==> config.mk <==
export PLATFORM = sky130hd
export DESIGN_NAME = ram_access_sequencer
export DESIGN_NICKNAME = d
export VERILOG_FILES = /design/src/rtl/ram_access_sequencer.sv
export SDC_FILE = /design/constraint.sdc
export NUM_CORES = 1
export LEC_CHECK = 0
export BUFFER_PORTS_ARGS = -buffer_cell sky130_fd_sc_hd__buf_2
export CORE_ASPECT_RATIO = 1.25
export CORE_MARGIN = 2
export CORE_UTILIZATION = 46
export DETAILED_ROUTE_END_ITERATION = 12
export MAX_ROUTING_LAYER = met4
export PLACE_DENSITY_LB_ADDON = 0.3
export SLEW_MARGIN = 20
export SYNTH_ARGS = -nofsm -noshare
export SYNTH_HDL_FRONTEND = slang
export SYNTH_SLANG_ARGS = --single-unit
export TNS_END_PERCENT = 20
==> constraint.sdc <==
create_clock -name clk -period 2.1 [get_ports clk]
set_clock_uncertainty 0.05 [all_clocks]
set_input_delay 0.105 -clock clk [delete_from_list [all_inputs] [get_ports clk]]
set_output_delay 0.105 -clock clk [all_outputs]
set_load 0.005 [all_outputs]
==> src/rtl/ram_access_sequencer.sv <==
// ram_access_sequencer: turns one-cycle request/response transactions into RAM control strobe sequences.
// Define RAM_SEQ_COPY_EN to compile in the block-copy operation (SETT/XWAIT/XFER states).
module ram_access_sequencer #(
  parameter int MAX_LEN = 256,
  localparam int LEN_W = $clog2(MAX_LEN + 1)
) (
  input  logic             clk,
  input  logic             reset_n,
  input  logic             req_valid,
  output logic             req_ready,
  input  logic [1:0]       req_op,
  input  logic             req_word,
  input  logic [14:0]      req_addr,
  input  logic [14:0]      req_dst,
  input  logic [LEN_W-1:0] req_len,
  input  logic [15:0]      req_wdata,
  output logic             rsp_valid,
  output logic [15:0]      rsp_rdata,
  output logic             rsp_err,
  input  logic [15:0]      ram_db_out,
  output logic [15:0]      data_bus,
  output logic             set_address,
  output logic             set_transfer_addr,
  output logic             read,
  output logic             write,
  output logic             data_transfer,
  output logic             half_mode
);

  localparam logic [1:0] OP_WRITE = 2'd1;
  localparam logic [1:0] OP_COPY  = 2'd2;
  localparam logic [1:0] OP_RSVD  = 2'd3;

  localparam logic [3:0] IDLE  = 4'd0;
  localparam logic [3:0] SETA  = 4'd1;
  localparam logic [3:0] RWAIT = 4'd2;
  localparam logic [3:0] RDAT  = 4'd3;
  localparam logic [3:0] WDAT  = 4'd4;
  localparam logic [3:0] DONE  = 4'd8;
`ifdef RAM_SEQ_COPY_EN
  localparam logic [3:0] SETT  = 4'd5;
  localparam logic [3:0] XWAIT = 4'd6;
  localparam logic [3:0] XFER  = 4'd7;
`endif

  logic [3:0]  state_q, state_d;
  logic [1:0]  op_q;
  logic        word_q;
  logic [14:0] addr_q;
  logic [15:0] wdata_q;
  logic        err_q;
  logic [15:0] rdata_q;
  logic        accept;
  logic        acceptErr;
  logic        acceptEmpty;

`ifdef RAM_SEQ_COPY_EN
  logic [14:0]      dst_q;
  logic [LEN_W-1:0] cnt_q;

  // Any byte of the range at or above 0x7F00 lands in the memory-mapped region.
  function automatic logic touchesMmio(input logic [14:0] base, input logic [LEN_W-1:0] len);
    logic [15:0] last;
    last = {1'b0, base} + 16'(len) - 16'd1;
    return last >= 16'h7F00;
  endfunction
`else
  logic unusedCopyPorts;
  assign unusedCopyPorts = ^{req_dst, req_len};
`endif

  assign accept    = req_valid && (state_q == IDLE);
  assign req_ready = (state_q == IDLE);
  assign rsp_valid = (state_q == DONE);
  assign rsp_err   = rsp_valid & err_q;
  assign rsp_rdata = rdata_q;

  always_comb begin
    acceptErr   = (req_op == OP_RSVD);
    acceptEmpty = 1'b0;
`ifdef RAM_SEQ_COPY_EN
    if (req_op == OP_COPY) begin
      acceptEmpty = (req_len == '0);
      acceptErr   = !acceptEmpty &&
                    (touchesMmio(req_addr, req_len) || touchesMmio(req_dst, req_len));
    end
`else
    if (req_op == OP_COPY) acceptErr = 1'b1;
`endif
  end

  always_comb begin
    state_d = state_q;
    case (state_q)
      IDLE: begin
        if (accept) begin
          if (acceptErr || acceptEmpty) state_d = DONE;
`ifdef RAM_SEQ_COPY_EN
          else if (req_op == OP_COPY)   state_d = SETT;
`endif
          else                          state_d = SETA;
        end
      end
      SETA: begin
        state_d = (op_q == OP_WRITE) ? WDAT : RWAIT;
`ifdef RAM_SEQ_COPY_EN
        if (op_q == OP_COPY) state_d = XWAIT;
`endif
      end
      RWAIT:   state_d = RDAT;
      RDAT:    state_d = DONE;
      WDAT:    state_d = DONE;
`ifdef RAM_SEQ_COPY_EN
      SETT:    state_d = SETA;
      XWAIT:   state_d = XFER;
      XFER:    state_d = (cnt_q == LEN_W'(1)) ? DONE : XWAIT;
`endif
      DONE:    state_d = IDLE;
      default: state_d = IDLE;
    endcase
  end

  // Strobes decode purely from state so an async reset silences them at once.
  always_comb begin
    set_address       = 1'b0;
    set_transfer_addr = 1'b0;
    read              = 1'b0;
    write             = 1'b0;
    data_transfer     = 1'b0;
    half_mode         = 1'b1;
    data_bus          = '0;
    case (state_q)
      SETA: begin
        set_address = 1'b1;
        half_mode   = ~word_q;
        data_bus    = {1'b0, addr_q};
      end
      RWAIT: half_mode = ~word_q;
      RDAT: begin
        read      = 1'b1;
        half_mode = ~word_q;
      end
      WDAT: begin
        write     = 1'b1;
        half_mode = ~word_q;
        data_bus  = word_q ? wdata_q : {8'h00, wdata_q[7:0]};
      end
`ifdef RAM_SEQ_COPY_EN
      SETT: begin
        set_transfer_addr = 1'b1;
        data_bus          = {1'b0, dst_q};
      end
      XFER: begin
        data_transfer = 1'b1;
        data_bus      = {ram_db_out[7:0], 8'h00};
      end
`endif
      default: ;
    endcase
  end

  // Copies force word_q low so the shared SETA state drives half_mode=1 for them.
  always_ff @(posedge clk or negedge reset_n) begin
    if (!reset_n) begin
      state_q <= IDLE;
      op_q    <= '0;
      word_q  <= 1'b0;
      addr_q  <= '0;
      wdata_q <= '0;
      err_q   <= 1'b0;
      rdata_q <= '0;
    end else begin
      state_q <= state_d;
      if (accept) begin
        op_q    <= req_op;
        word_q  <= req_word & (req_op != OP_COPY);
        addr_q  <= req_addr;
        wdata_q <= req_wdata;
        err_q   <= acceptErr;
      end
      if (state_q == RDAT) begin
        rdata_q <= word_q ? ram_db_out : {8'h00, ram_db_out[7:0]};
      end
    end
  end

`ifdef RAM_SEQ_COPY_EN
  always_ff @(posedge clk or negedge reset_n) begin
    if (!reset_n) begin
      dst_q <= '0;
      cnt_q <= '0;
    end else if (accept) begin
      dst_q <= req_dst;
      cnt_q <= req_len;
    end else if (state_q == XFER) begin
      cnt_q <= cnt_q - LEN_W'(1);
    end
  end
`endif

endmodule

==> results of run 1 <==
## timing repair
item	4_1_cts	5_1_grt
hold buffers	42	1
gates resized for setup	0	1
setup endpoints to repair	0	5
hold endpoints to repair	61	1
## layer usage
layer	up-vias	wire (um)	GRT usage
li1	894	-	-
met1	908	2320	0.241
met2	63	3000	0.343
met3	2	226	0.0326
met4	0	24	0.0577
met5	-	0	-
## cell type report
type,instances,share of cell area
inverters,3,0.00319
clock inverters,1,0.00142
multi-input cells,108,0.294
repair buffers,140,0.267
clock buffers,7,0.0216
flip-flops and latches,55,0.390
well taps,64,0.0227
## power by group
group          switching [mW]  internal, mW
Combinational           0.686          1.20
Clock                   0.317         0.235
Sequential              0.401          1.59
Total                    1.40          3.03
## worst reg2reg max path: stages, from the launching register on
cell and delay (ns):
dfrtp_1 0.53, nor4_4 0.41, nand2_4 0.08, buf_12 0.19, mux2_4 0.35
## kinds of logic after synthesis
kind of cell              Yosys count
DFF                                55
AOI/OAI and AO/OA                  28
and+or+nand+nor                    34
buffers and inverters              19
xor gates and xnor gates            1
other                               1
muxes                              43
## layout by cell type (no fill, tap or decap), types with 2 or more instances in the layout
cell / Yosys / routed
clkbuf_1: 2 / 2
buf_4: 3 / 5
mux2_2: 13 / 13
inv_1: 3 / 3
nor2_1: 2 / 2
mux2_4: 29 / 29
dfrtp_1: 55 / 54
nand2b_1: 2 / 2
dlygate4sd3_1: 0 / 43
a22o_1: 15 / 15
and2_1: 2 / 2
nand2_1: 17 / 17
buf_2: 7 / 91
o21ai_0: 9 / 9
conb_1: 1 / 2
clkbuf_8: 0 / 5
## stage by stage
step                      power (mW)  setup WS (ns)  utilization  instance area (um^2)  hold WS, ns
after floorplan                 3.28          0.497            -                  2530       -0.241
after global placement          3.78          0.414        0.562                  3020       0.0476
after detailed placement        3.84          0.390        0.562                  3020       0.0482
after CTS                       4.46         0.0790        0.655                  3520     0.000637
after global routing            4.75        0.00515        0.658                  3530      0.00483
final                           4.44          0.105        0.658                  3530      0.00890
## sequential cells by signal (all words and copies together), names as in the netlist
name       flops
rsp_rdata     16
wdata_q       16
addr_q        15
state_q        4
op_q           2
err_q          1
word_q         1
## worst max-delay path by stage
stage,endpoint,cells after the start
final,data_bus[9],4
after global routing,data_bus[9],4
after CTS,data_bus[12],4
after detailed placement,wdata_q[7],4
after global placement,wdata_q[3],4
after floorplan,addr_q[0],5
==> summary.md, run 1 <==
| Metric | Value |
|---|---|
| Layout Nets | `390` |
| Hold WC Path Type | `in2reg` |
| Reg2reg start | `state_q[3]` |
| Root Buffer | `clkbuf_8` |
| Worst VDD drop | `0.000619 V` |
| Dominant synthesized flop cell | `dfrtp_1` |
| CP max stage delay | `0.53 ns` |
| Placer congestion estimate | `0.748` |
| Starting Density | `0.470` |
| Leakage | `1.83 nW` |
| Crit path max-delay family | `simple AND/OR/NAND/NOR gates` |
| Max FO, Critical Path | `9` |
| Synthesized-area fraction occupied by adder cells | `0` |
| Vias per std cell | `4.94` |
| DRC Markers | `0` |
| Syn avg cell area | `13.9 um^2` |
| Ys async rst share | `1.00` |
| Synth warn | `0` |
| Maximum clock rate | `501 MHz` |
| WS Path Type | `reg2out` |
| Hold path startpoint | `ram_db_out[10]` |
| WL per Instance | `14.7 um` |
| Placed cells | `327` |
| First-pass GRT wire length | `9200 um` |
| Clk slew on worst S/H paths | `0.09 ns` |
| Worst skew pair latency | `0.30 ns` |
| H-tree depth | `2` |
| Vias in the first global route | `1944` |
| Post-CTS Setup Bufs | `0` |
| Drt first pass iters | `4` |
| Count leader, synth | `dfrtp_1` |
| WP data required | `1.95 ns` |
| Die Width | `70.3 um` |
| Total GRT Usage | `0.199` |
| Commonest cells in the synthesized netlist | `dfrtp_1 (55), mux2_4 (29), nand2_1 (17)` |
| Post-Syn Area | `2520 um^2` |
| RSZ-0062 raised after global routing | `no` |
| Fin crit share | `0.950` |
| Fin. Hold Viols | `0` |
| Setup TNS | `0 ns` |
| WHS Endpoint | `rsp_rdata[10]` |
| Hpwl dp | `3530 um` |
| Total grt overflow | `0` |
| Crit path launch | `state_q[3]` |
| Register bit total from synthesis | `55` |
| Synth Area in XOR/XNOR | `0.00347` |
| Slew Viols, Final | `0` |
| Post-synth EDFFs | `0` |
| Initial antenna violation count | `0` |
| Syn Inst Count | `181` |
| Antenna Cells | `0` |
| Synth Area in Compound Gates | `0.0813` |
| Maxcap violations | `0` |
| DIE AREA | `6100 um^2` |
| Worst r2r dst | `wdata_q[7]` |
| Fin cells | `378` |
| Multi-input logic area | `1040 um^2` |
| Multiplexer area fraction after synthesis | `0.235` |
| Worst path slowest cell | `dfrtp_1` |
| CTS tree | `built` |
| Post-synthesis simple-gate area fraction | `0.0858` |
| Clock buffer depth | `2` |
| Crit path cell chain | `nor4b_2 -> and2_1 -> a22o_1 -> buf_2` |
| Top-level I/O count | `118` |
| PD cells | `1260 nW/um^2` |
| Die Y | `86.8 um` |
| Vias | `1867` |
| Status | `completed` |
| Initial DRC count | `49` |
| Top cells by area, synth | `dfrtp_1 (55%), mux2_4 (17%), mux2_2 (5.8%)` |
| Main combinational cell family by area after synthesis | `multiplexers` |
| Top cell type's share of synthesized area | `0.545` |
| Number of cells on the worst hold path | `3` |
| Total CTS buffers | `5` |
| Placeable Area | `5370 um^2` |
| Final setup vio count | `0` |
| Critical path launch point type | `flip-flop` |
| Standard-cell row count | `30` |
| Largest area contributor in the netlist | `dfrtp_1` |
| Post-route ant nets | `0` |
| Area grow syn2layout | `39.9%` |
| Fill cell count | `420` |
| Layout cells sized above 1 | `0.478` |
| R2R depth | `4` |
| Bufs and invs on worst path | `1` |
| # port buffers | `91` |
| Crit path DAT | `1.84 ns` |
| # clock sinks | `55` |
| Routed WL | `5570 um` |
| Library cells used by synthesis | `31` |
| Final min period | `2.00 ns` |
| Setup crit end kind | `output port` |
| Seq. cell area | `1380 um^2` |
| Largest net degree at the start of global routing | `36` |
| Register area share after synthesis | `0.545` |
| Worst R2R Setup Slack | `0.37 ns` |
Power figures use the tool's default switching activity.
==> run 2: changes to the inputs <==
RECOVER_POWER = 25   (was not set)
==> run 2 against run 1 <==
Critical path depth stayed put. Combinational power is essentially flat. Total power fell by 0.31%. Sequential share of layout area up 0.11 points. Count of clock-buffer cells in the layout stayed put. Sequential cell count is the same. Worst hold slack about the same. Core utilization down 0.19 points. Non-clock buffer count stayed put. Fmax hardly changed.
==> summary.md, run 2 (synthesis gave the netlist of run 1 again) <==
| Metric | Value |
|---|---|
| Status | `completed (unchanged)` |
| Switching power | `1.41 mW (was 1.40 mW)` |
| Relative slew slack | `0.202` |
| Fin area | `3520 um^2 (was 3530 um^2)` |
| Sw Ratio | `0.318 (was 0.316)` |
| # clock sinks | `55 (unchanged)` |
| Placed Area | `3020 um^2 (unchanged)` |
| Antenna Cells | `0 (unchanged)` |
| Total CTS buffers | `5 (unchanged)` |
| Slew at the pin closest to its max-slew limit | `1.20 ns` |
| Clk slew on worst S/H paths | `0.09 ns (about the same)` |
| Routed WL | `5580 um (was 5570 um)` |
| Top Usage Layer GRT | `met2 (unchanged)` |
| Initial DRC count | `55 (was 49)` |
| Power Total | `4.42 mW (was 4.44 mW)` |
| Met1 global-route usage | `0.241 (unchanged)` |
| WS Path Type | `reg2out (unchanged)` |
| Placer congestion estimate | `0.748 (unchanged)` |
| Root Buffer | `clkbuf_8 (unchanged)` |
| Post-route ant nets | `0 (unchanged)` |
| Worst skew pair latency | `0.30 ns (about the same)` |
| Die Width | `70.3 um (unchanged)` |
| Placeable Area | `5370 um^2 (unchanged)` |
| Fill cell count | `425 (was 420)` |
| Vias | `1863 (was 1867)` |
| Worst path slowest cell | `dfrtp_1 (unchanged)` |
| Standard-cell row count | `30 (unchanged)` |
| Leakage | `1.81 nW (was 1.83 nW)` |
| DIE AREA | `6100 um^2 (unchanged)` |
| Final setup vio count | `0 (unchanged)` |
| Layout cells sized above 1 | `0.452 (was 0.478)` |
| Sequential share of power | `0.452 (was 0.450)` |
| Seq. cell area | `1380 um^2 (unchanged)` |
| DRC Markers | `0 (unchanged)` |
| Slew Viols, Final | `0 (unchanged)` |
| Total grt overflow | `0 (unchanged)` |
| H-tree depth | `2 (unchanged)` |
| Crit path max-delay family | `simple AND/OR/NAND/NOR gates (unchanged)` |
| Crit path DAT | `1.84 ns (about the same)` |
| Setup TNS | `0 ns (unchanged)` |
| Fin. Hold Viols | `0 (unchanged)` |
| Die Y | `86.8 um (unchanged)` |
| Largest net degree at the start of global routing | `36 (unchanged)` |
| Vias per std cell | `4.93 (was 4.94)` |
| Max FO, Critical Path | `9 (unchanged)` |
| Most frequent cells in the layout | `buf_2 (83), dfrtp_1 (54), dlygate4sd3_1 (43) (was buf_2 (91), dfrtp_1 (54), dlygate4sd3_1 (43))` |
| Layout Nets | `390 (unchanged)` |
| Total GRT Usage | `0.199 (unchanged)` |
| PD cells | `1260 nW/um^2 (about the same)` |
| Dpl ws | `0.390 ns (unchanged)` |
| Starting Density | `0.470 (unchanged)` |
| WP data required | `1.95 ns (about the same)` |
| Vias in the first global route | `1944 (unchanged)` |
| Multi-input logic area | `1040 um^2 (unchanged)` |
| Met3 Usage GRT | `0.0326 (unchanged)` |
| Clock buffer depth | `2 (unchanged)` |
| CP max stage delay | `0.53 ns (about the same)` |
| Internal | `3.02 mW (was 3.03 mW)` |
| Hpwl dp | `3530 um (unchanged)` |
| Clock power frac | `0.125 (was 0.124)` |
| Critical path launch point type | `flip-flop (unchanged)` |
| Gate power share | `0.424 (was 0.426)` |
| Maximum clock rate | `501 MHz (about the same)` |
| CTS tree | `built (unchanged)` |
| RSZ-0062 raised after global routing | `no (unchanged)` |
| Maxcap violations | `0 (unchanged)` |
| Setup crit end kind | `output port (unchanged)` |
| Initial antenna violation count | `0 (unchanged)` |
| Hold WC Path Type | `in2reg (unchanged)` |
| Area grow syn2layout | `39.5% (was 39.9%)` |
| Met2 Use GR | `0.343 (unchanged)` |
| Drt first pass iters | `4 (unchanged)` |
| WL per Instance | `14.7 um (about the same)` |
| Fin crit share | `0.950 (about the same)` |
| Final min period | `2.00 ns (about the same)` |
| First-pass GRT wire length | `9200 um (unchanged)` |
| Worst VDD drop | `0.000619 V (about the same)` |
| # port buffers | `91 (unchanged)` |
| Commonest non-fill, non-tap cell in the layout | `buf_2 (unchanged)` |
| Crit path cell chain | `nor4b_2 -> and2_1 -> a22o_1 -> buf_2 (unchanged)` |
| Top-level I/O count | `118 (unchanged)` |
| Bufs and invs on worst path | `1 (unchanged)` |
| Setup ws final | `0.105 ns (about the same)` |
run 2: cell type report:
| cell class | instances | area share |
|---|---|---|
| clock buffers | 7 | 0.0217 |
| clock inverters | 1 | 0.00142 |
| inverters | 3 | 0.00320 |
| multi-input cells | 108 | 0.294 |
| flip-flops and latches | 55 | 0.391 |
| well taps | 64 | 0.0228 |
| repair buffers | 140 | 0.265 |
run 2: timing repair:
item                                    CTS  global route
hold endpoints to repair                 61             1
hold buffers                             42             1
endpoints found under the setup margin    0             5
setup buffers                             0             0
gates resized for setup                   0             1
run 2: worst paths after layout:
| kind | from | to | slack (ns) | depth (start not counted) |
|---|---|---|---|---|
| max | state_q[3] | data_bus[9] | 0.10 | 4 |
| min | ram_db_out[10] | rsp_rdata[10] | 0.009 | 3 |
| max reg2reg | state_q[3] | wdata_q[7] | 0.37 | 4 |
| min reg2reg | rsp_rdata[12] | rsp_rdata[12] | 0.43 | 2 |
| max in group asynchronous | reset_n | state_q[2] | 0.59 | 3 |
| min in group asynchronous | reset_n | rsp_rdata[3] | 0.52 | 2 |
run 2: power groups by stage:
| stage | Combinational (mW) | Clock [mW] | Sequential, mW |
|---|---|---|---|
| 4_1_cts | 1.90 | 0.571 | 1.99 |
| 2_1_floorplan | 1.44 | 0 | 1.84 |
| 3_5_place_dp | 1.84 | 0 | 2.00 |
| 6_report | 1.87 | 0.552 | 2.00 |
| 5_1_grt | 2.05 | 0.612 | 2.07 |
| 3_3_place_gp | 1.80 | 0 | 1.98 |
run 2: worst register-to-register path, cell delays in order (launching register included):
cell	delay (ns)
dfrtp_1	0.53
nor4_4	0.41
nand2_4	0.08
buf_12	0.19
mux2_4	0.35
run 2: metal layers:
metal	vias to the layer above	routed length, um	share of wire
met5	-	0	0
met4	0	24	0.0043
met3	2	214	0.038
met2	63	3010	0.54
met1	904	2330	0.42
li1	894	-	-
run 2: per-stage QoR:
| step | hold slack, ns | util | std cells |
|---|---|---|---|
| 2_1_floorplan | -0.241 | - | 182 |
| 3_3_place_gp | 0.0476 | 0.562 | 327 |
| 3_5_place_dp | 0.0482 | 0.562 | 327 |
| 4_1_cts | 0.000637 | 0.655 | 377 |
| 5_1_grt | 0.00483 | 0.656 | 378 |
| 6_report | 0.00923 | 0.656 | 378 |
==> run 3: changes to the inputs <==
clock period = 2.2 ns   (was 2.1 ns; I/O delays follow)
==> run 3 against run 2 <==
Core utilization is 0.47 points higher. Clock power grew 2%. Final area grew 0.71%. Sequential share of layout area decreased by 0.31 points. Critical path depth is the same. Worst hold slack improved by 0.0018 ns. Die area unchanged. Cell count stayed put. Sequential cell count stayed put. Register-to-register slack improved by 0.10 ns. Global-route usage about the same. Critical path type unchanged. Critical endpoint is now data_bus[10].
==> summary.md, run 3 (synthesis gave the netlist of run 1 again) <==
| Metric | Value |
|---|---|
| Maximum clock rate | `504 MHz` |
| Crit path DAT | `1.83 ns (was 1.84 ns)` |
| Most frequent cells in the layout | `buf_2 (91), dfrtp_1 (55), dlygate4sd3_1 (43) (was buf_2 (83), dfrtp_1 (54), dlygate4sd3_1 (43))` |
| Critical path launch point type | `flip-flop (unchanged)` |
| Fin cells | `378 (unchanged)` |
| Placeable Area | `5370 um^2 (unchanged)` |
| Slew at the pin closest to its max-slew limit | `1.34 ns (was 1.20 ns)` |
| Final min period | `1.99 ns` |
| Leakage | `1.84 nW (was 1.81 nW)` |
| Layout cells sized above 1 | `0.484 (was 0.452)` |
| Final setup vio count | `0 (unchanged)` |
| Antenna Cells | `0 (unchanged)` |
| Hpwl dp | `3480 um (was 3530 um)` |
| Fin crit share | `0.903` |
| Setup ws final | `0.214 ns (was 0.105 ns)` |
| Total GRT Usage | `0.198 (was 0.199)` |
| Status | `completed (unchanged)` |
| Clock power frac | `0.130 (was 0.125)` |
| Max FO, Critical Path | `10 (was 9)` |
| Multi-input logic area | `1040 um^2 (about the same)` |
| Vias | `1861 (was 1863)` |
| Worst path slowest cell | `dfrtp_1 (unchanged)` |
| Relative slew slack | `0.107 (was 0.202)` |
| Number of cells on the worst hold path | `3 (unchanged)` |
| Crit path cell chain | `nor4b_2 -> and2_1 -> a22o_1 -> buf_2 (unchanged)` |
| Post-CTS Setup Bufs | `0 (unchanged)` |
| H-tree depth | `2 (unchanged)` |
| Clk slew on worst S/H paths | `0.09 ns (about the same)` |
| Setup TNS | `0 ns (unchanged)` |
| First-pass GRT wire length | `9290 um (was 9200 um)` |
| Fin. Hold Viols | `0 (unchanged)` |
| Clock buffer depth | `2 (unchanged)` |
| Initial antenna violation count | `0 (unchanged)` |
| Root Buffer | `clkbuf_8 (unchanged)` |
| Dpl ws | `0.355 ns (was 0.390 ns)` |
| Layout Nets | `391 (was 390)` |
| Post-route ant nets | `0 (unchanged)` |
| Gate power share | `0.430 (was 0.424)` |
| Hold slack | `0.0111 ns (was 0.00923 ns)` |
| Initial DRC count | `60 (was 55)` |
| PD cells | `1210 nW/um^2 (was 1260 nW/um^2)` |
| Sequential share of power | `0.440 (was 0.452)` |
| Area grow syn2layout | `40.5% (was 39.5%)` |
| R2R depth | `4 (unchanged)` |
| Setup crit end kind | `output port (unchanged)` |
| Switching power | `1.36 mW (was 1.41 mW)` |
| Vias per std cell | `4.92 (was 4.93)` |
| WS Path Type | `reg2out (unchanged)` |
| WP data required | `2.04 ns (was 1.95 ns)` |
| Placed cells | `328 (was 327)` |
| Total grt overflow | `0 (unchanged)` |
| Standard-cell row count | `30 (unchanged)` |
| CP max stage delay | `0.59 ns (was 0.53 ns)` |
| # port buffers | `91 (unchanged)` |
| Placer congestion estimate | `0.748 (about the same)` |
| # clock sinks | `55 (unchanged)` |
| Vias in the first global route | `1905 (was 1944)` |
| Die Y | `86.8 um (unchanged)` |
| Seq. cell area | `1380 um^2 (about the same)` |
| Starting Density | `0.470 (unchanged)` |
| Total CTS buffers | `5 (unchanged)` |
| Maxcap violations | `0 (unchanged)` |
| Fill cell count | `406 (was 425)` |
| Hold WC Path Type | `in2reg (unchanged)` |
| CTS tree | `built (unchanged)` |
| Routed WL | `5720 um (was 5580 um)` |
| Worst skew pair latency | `0.30 ns (about the same)` |
| DIE AREA | `6100 um^2 (unchanged)` |
| Fin area | `3540 um^2 (was 3520 um^2)` |
| Internal | `2.94 mW (was 3.02 mW)` |
| Drt first pass iters | `4 (unchanged)` |
| Sw Ratio | `0.317 (was 0.318)` |
| Slew Viols, Final | `0 (unchanged)` |
| Placed Area | `3040 um^2 (was 3020 um^2)` |
| DRC Markers | `0 (unchanged)` |
| Largest net degree at the start of global routing | `56 (was 36)` |
| Commonest non-fill, non-tap cell in the layout | `buf_2 (unchanged)` |
| WL per Instance | `15.1 um (was 14.7 um)` |
| Top-level I/O count | `118 (unchanged)` |
| RSZ-0062 raised after global routing | `no (unchanged)` |
| Die Width | `70.3 um (unchanged)` |
| Worst VDD drop | `0.000713 V (was 0.000619 V)` |
==> run 3: power groups by stage <==
stage               Clock [mW]  Combinational (mW)  Sequential [mW]
floorplan                    0                1.37             1.76
global placement             0                1.76             1.87
detailed placement           0                1.80             1.89
CTS                      0.576                1.86             1.88
global route             0.622                2.01             1.96
finish                   0.561                1.85             1.89
==> run 3: final timing paths <==
path | start | endpoint | slack [ns]
max | state_q[2] | data_bus[10] | 0.21
min | ram_db_out[12] | rsp_rdata[12] | 0.01
min in group asynchronous | reset_n | rsp_rdata[1] | 0.68
max in group asynchronous | reset_n | wdata_q[10] | 0.61
max reg2reg | state_q[3] | wdata_q[1] | 0.47
min reg2reg | rsp_rdata[14] | rsp_rdata[14] | 0.44
==> run 3: per-layer routing <==
layer	track usage	share of wire
met1	0.249	0.43
met2	0.331	0.52
met3	0.0372	0.041
met4	0.0542	0.0073
met5	-	0
==> run 3: cell type report <==
cell class	instances	share of cell area
multi-input combinational	108	0.294
sequential	55	0.388
timing repair buffer	141	0.268
inverter	3	0.00318
clock inverter	1	0.00141
tap	64	0.0226
clock buffer	6	0.0233
==> run 3: worst max-delay path: cells and delay by family, from the launching register on <==
family	cells	cell delay, ns
compound gates	1	0.19
simple gates	2	0.63
buf+inv	1	0.11
flops	1	0.59
==> run 3: timing repair <==
| item | 4_1_cts | 5_1_grt |
|---|---|---|
| endpoints found under the setup margin | 0 | 1 |
| gates resized for setup | 0 | 1 |
| hold endpoints to repair | 97 | 0 |
| hold buffers | 43 | 0 |
==> run 3: stage by stage <==
stage | util | total power, mW
6_report | 0.660 | 4.30
5_1_grt | 0.660 | 4.60
4_1_cts | 0.662 | 4.31
3_5_place_dp | 0.566 | 3.69
3_3_place_gp | 0.566 | 3.63
2_1_floorplan | - | 3.13
